--- src/rtl/or8way_scan_ctrl_pkg.sv ---
// or8way_scan_ctrl_pkg: shared state encoding and sizing helpers for the byte-serial OR scanner
package or8way_scan_ctrl_pkg;
  typedef enum logic [1:0] {
    IDLE = 2'd0,
    SCAN = 2'd1,
    DONE = 2'd2
  } state_t;
  function automatic int nb_of(input int width);
    return width / 8;
  endfunction
  function automatic int idx_width(input int nb);
    return (nb > 1) ? $clog2(nb) : 1;
  endfunction
endpackage

--- src/rtl/g_OR8WAY.sv ---
// g_OR8WAY: the single shared 8-input OR tree
module g_OR8WAY (
  input  logic [7:0] a,
  output logic       y
);
  assign y = |a;
endmodule

--- src/rtl/or8way_scan_ctrl.sv ---
// or8way_scan_ctrl: nonzero flag and lowest nonzero byte index of a word, one byte per clock through one OR8 tree
module or8way_scan_ctrl
  import or8way_scan_ctrl_pkg::*;
#(
  parameter int WIDTH      = 16,
  parameter bit EARLY_EXIT = 1'b1
) (
  input  logic                              clk,
  input  logic                              reset_n,
  input  logic                              in_valid,
  output logic                              in_ready,
  input  logic [WIDTH-1:0]                  in_data,
  output logic                              out_valid,
  input  logic                              out_ready,
  output logic                              out_any,
  output logic                              out_zero,
  output logic [idx_width(WIDTH/8)-1:0]     out_idx,
  output logic                              busy
);
  localparam int NB = nb_of(WIDTH);
  localparam int IW = idx_width(NB);
  localparam logic [IW-1:0] LAST = IW'(NB - 1);
  if (WIDTH % 8 != 0 || WIDTH < 8) begin : g_bad_width
    $fatal(1, "or8way_scan_ctrl: WIDTH must be a nonzero multiple of 8");
  end
  state_t state, state_nx;
  logic [WIDTH-1:0]   word;
  logic [NB-1:0][7:0] bytes;
  logic [IW-1:0]      idx;
  logic [IW-1:0]      hit_idx;
  logic               any;
  logic [7:0]         byte_sel;
  logic               or_out;
  logic               last;
  logic               finish;
  assign bytes    = word;
  assign byte_sel = bytes[idx];
  assign last     = idx == LAST;
  assign finish   = (or_out & EARLY_EXIT) | last;
  g_OR8WAY u_or8 (
    .a(byte_sel),
    .y(or_out)
  );
  // next-state decode; unused encoding falls back to IDLE
  always_comb begin
    state_nx = state;
    case (state)
      IDLE:    state_nx = in_valid ? SCAN : IDLE;
      SCAN:    state_nx = finish ? DONE : SCAN;
      DONE:    state_nx = out_ready ? IDLE : DONE;
      default: state_nx = IDLE;
    endcase
  end
  // state register
  always_ff @(posedge clk or negedge reset_n) begin
    if (!reset_n) state <= IDLE;
    else state <= state_nx;
  end
  // capture word on accept, walk bytes in SCAN, latch only the first hit
  always_ff @(posedge clk or negedge reset_n) begin
    if (!reset_n) begin
      word    <= '0;
      idx     <= '0;
      any     <= 1'b0;
      hit_idx <= '0;
    end else if (state == IDLE && in_valid) begin
      word    <= in_data;
      idx     <= '0;
      any     <= 1'b0;
      hit_idx <= '0;
    end else if (state == SCAN) begin
      if (or_out && !any) begin
        any     <= 1'b1;
        hit_idx <= idx;
      end
      if (!finish) idx <= idx + IW'(1);
    end
  end
  assign in_ready  = state == IDLE;
  assign out_valid = state == DONE;
  assign busy      = state != IDLE;
  assign out_any   = any;
  assign out_zero  = ~any;
  assign out_idx   = hit_idx;
endmodule

--- config.mk ---
export PLATFORM = sky130hd
export DESIGN_NAME = or8way_scan_ctrl
export DESIGN_NICKNAME = d
export VERILOG_FILES = /design/src/rtl/or8way_scan_ctrl_pkg.sv /design/src/rtl/g_OR8WAY.sv /design/src/rtl/or8way_scan_ctrl.sv
export SDC_FILE = /design/constraint.sdc
export NUM_CORES = 1
export LEC_CHECK = 0
export BUFFER_PORTS_ARGS = -buffer_cell sky130_fd_sc_hd__buf_4
export CELL_PAD_IN_SITES_DETAIL_PLACEMENT = 1
export CELL_PAD_IN_SITES_GLOBAL_PLACEMENT = 1
export CORE_UTILIZATION = 44
export CTS_CLUSTER_SIZE = 30
export DETAILED_ROUTE_END_ITERATION = 8
export PLACE_DENSITY = 0.78
export SYNTH_ARGS = -nofsm -noshare
export SYNTH_HDL_FRONTEND = slang
export SYNTH_HIERARCHICAL = 1
export SYNTH_SLANG_ARGS = --single-unit
--- constraint.sdc ---
create_clock -name clk -period 5.9 [get_ports clk]
set_clock_uncertainty 0.2 [all_clocks]
set_input_delay 1.18 -clock clk [delete_from_list [all_inputs] [get_ports clk]]
set_output_delay 1.18 -clock clk [all_outputs]
set_load 0.01 [all_outputs]
==> flow_metrics.env <==
export IMPL_area_delta_synth_final_pct=20.1
export IMPL_holdCritPathClass="flop to flop"
export IMPL_ys_seq_area_share_pct=51.8
export IMPL_period_share_pct=44.2
export IMPL_cts_sinks=21
export IMPL_clock_fmax_mhz=383
export IMPL_synth_adder_area_share_pct=0
export IMPL_yosysTopAreaCellShare_pct=51.8
export IMPL_drcViolationCount=0
export IMPL_grt_pass1_wl_mm=3.15
export IMPL_synth_simple_area_share_pct=7.89
export IMPL_critical_path_top_delay_family="flip-flops"
export IMPL_p_per_area_nw_per_um2=464
export IMPL_critPathCapture="out_valid"
export IMPL_avgSynthCellArea_um2=14.1
export IMPL_fp_dieH_um=50.0
export IMPL_p_seq_share_pct=47.4
export IMPL_ys_ff_latch=21
export IMPL_leakage_nw=0.580
export IMPL_timing_setup_tns_ns=0
export IMPL_async_reset_ff_share_pct=100
export IMPL_firstDrtPassIters=2
export IMPL_initial_core_util_pct=46.3
export IMPL_critPathKind="flop to primary output"
export IMPL_start_kind="flop"
export IMPL_track_usage_pct=17.1
export IMPL_worstPathCellList="and2b_2 -> buf_4"
export IMPL_hold_viol=0
export IMPL_rows=17
export IMPL_comb_power_share_pct=40.5
export IMPL_final_util_pct=55.6
export IMPL_reg2reg_depth=6
export IMPL_outcome="finished clean"
export IMPL_reg2reg_from="idx"
export IMPL_worst_path_buf_inv=1
export IMPL_path_depth=2
export IMPL_rsz0062_at_grt="no"
export IMPL_power_internal_mw=0.390
export IMPL_worstPathRequired_ns=4.52
export IMPL_clockPowerShare_pct=12.1
export IMPL_insertion_delay_ns=0.30
export IMPL_ys_types=17
export IMPL_dieArea_um2=2500
export IMPL_setup_viol=0
export IMPL_synth_top_family_by_area="multiplexers"
export IMPL_synthesis_area_um2=1010
export IMPL_cts_setup_buffers=0
export IMPL_synthesis_nets=92
export IMPL_synth_area_leader_cell="dfrtp_1"
export IMPL_grt_antenna_before_repair=0
export IMPL_ff2ff_setup_slack_ns=3.60
export IMPL_gp_congestion=0.651
export IMPL_fp_dieW_um=50.0
export IMPL_vias_per_cell=5.10
export IMPL_fin_nets=118
export IMPL_min_period_ns=2.61
export IMPL_cp_data_arrival_time_ns=1.23
export IMPL_ir_worst_vdd_uv=194
export IMPL_grt_pass1_vias=696
export IMPL_vias=637
export IMPL_switching_share_pct=31.1
export IMPL_synth_compound_area_share_pct=2.71
export IMPL_synthMuxAreaShare_pct=31.6
export IMPL_port_buffers=25
export IMPL_synth_edff_count=0
export IMPL_max_stage_delay_ns=0.51
export IMPL_ctsResizeCount=0
export IMPL_antenna_left=0
export IMPL_cts_htree_levels=1
export IMPL_cts_hold_fix_buffers=0
export IMPL_timing_rr_end="out_idx"
export IMPL_drt_iter0_drc=5
export IMPL_grt_max_degree=22
export IMPL_p_total_mw=0.565
export IMPL_crit_path_end_kind="primary output"
export IMPL_startpoint="state[0]"
export IMPL_core_area_um2=2190
export IMPL_p_switching_mw=0.176
export IMPL_grt_overflow_total=0
export IMPL_syn_inst=72
export IMPL_wl_mm=1.77
export IMPL_clockBufferDepth=2
export IMPL_crit_slowest_cell="dfrtp_1"
export IMPL_synth_area_leaders="dfrtp_1 52%, mux2_2 18%, mux2_4 12%"
export IMPL_io_pins=26
export IMPL_cts_root_buf="clkbuf_4"
export IMPL_yosysWarnings=6
export IMPL_ys_flop_type="dfrtp_1"
export IMPL_timing_slew_headroom_pct=36.3
export IMPL_antenna_cells=0
export IMPL_place_detailed_hpwl_mm=1.31
export IMPL_wl_per_cell_um=14.1
export IMPL_slew_violations=0
export IMPL_cap_violations=0
export IMPL_path_clk_slew_ns=0.13
export IMPL_worst_slew_pin_slew_ns=0.953
export IMPL_drive_gt1_share_pct=58.8
export IMPL_cts_tree="done"
export IMPL_synth_xor_area_share_pct=0
export IMPL_crit_path_max_fanout=7
export IMPL_cts_made_buffers=3
[worst register-to-register path, delay by kind of cell (launching register included)]
family	cells	cell delay, ns
simple gates	4	0.77
mux	2	0.54
flops	1	0.65
[kinds of logic after synthesis]
group / Yosys count
and+or+nand+nor: 13
DFF: 21
buffers and inverters: 8
muxes: 26
AOI/OAI and AO/OA: 4
[sequential cells by signal (all words and copies together) (netlist names)]
signal   flops
out_idx      1
idx          1
out_any      1
state        2
bytes       16
[layout make-up]
cell class / instances / area, µm²
Clock buffer: 3 / 22.5
Clock inverter: 1 / 5.00
Fill cell: 243 / 972
Inverter: 4 / 15.0
Multi-Input combinational cell: 43 / 428
Sequential cell: 21 / 526
Tap cell: 28 / 35.0
Timing Repair Buffer: 25 / 188
[cell usage after synthesis (2+ instances only)]
master and n:
dfrtp_1 21, mux2_2 16, mux2_4 8, nor2_1 6
inv_1 4, buf_6 2, mux2i_1 2, nand2_1 2
nor4_1 2, o21ai_0 2
[metrics by stage]
stage / area (µm²) / std cells / worst slack, ns / hold slack, ns
after floorplan: 1010 / 72 / 3.55 / 0.275
after global placement: 1190 / 121 / 3.12 / 0.286
after detailed placement: 1190 / 121 / 3.08 / 0.295
after CTS: 1220 / 125 / 3.27 / 0.325
after global routing: 1220 / 125 / 3.23 / 0.344
final: 1220 / 125 / 3.29 / 0.319
[how the worst min path moves through the flow]
stage / startpoint / to / cells past startpoint
3_5_place_dp: bytes[10] / bytes[10] / 1
5_1_grt: bytes[14] / bytes[14] / 1
4_1_cts: bytes[6] / bytes[6] / 1
3_3_place_gp: bytes[7] / bytes[7] / 1
6_report: bytes[6] / bytes[6] / 1
2_1_floorplan: bytes[8] / bytes[8] / 1
[placed cells by master, fill, tap and decap left out]
master	instances
mux2i_1	2
nand2_1	2
a22o_2	1
mux2_4	8
nor4_1	2
mux2_2	16
nor2_1	6
dfrtp_1	21
clkinv_2	1
and2b_2	1
and4bb_2	1
nor3_4	1
buf_4	25
o21bai_1	1
o21ai_0	2
inv_1	4
clkbuf_4	3
[metal layers]
layer  track usage [%]  vias to the layer above  wire length (µm)
li1                  -                      300                 -
met5                 0                        -                 0
met2              27.8                       14               892
met3              4.32                        2                80
met4              5.71                        0                14
met1              21.7                      321               780
[power by group through the flow]
| stage | combinational (mW) | clock, mW | sequential, mW |
|---|---|---|---|
| finish | 0.229 | 0.0684 | 0.268 |
| global route | 0.251 | 0.0777 | 0.278 |
| CTS | 0.234 | 0.0720 | 0.269 |
| detailed placement | 0.233 | 0 | 0.272 |
| global placement | 0.224 | 0 | 0.267 |
| floorplan | 0.206 | 0 | 0.241 |
Power figures use the tool's default switching activity.
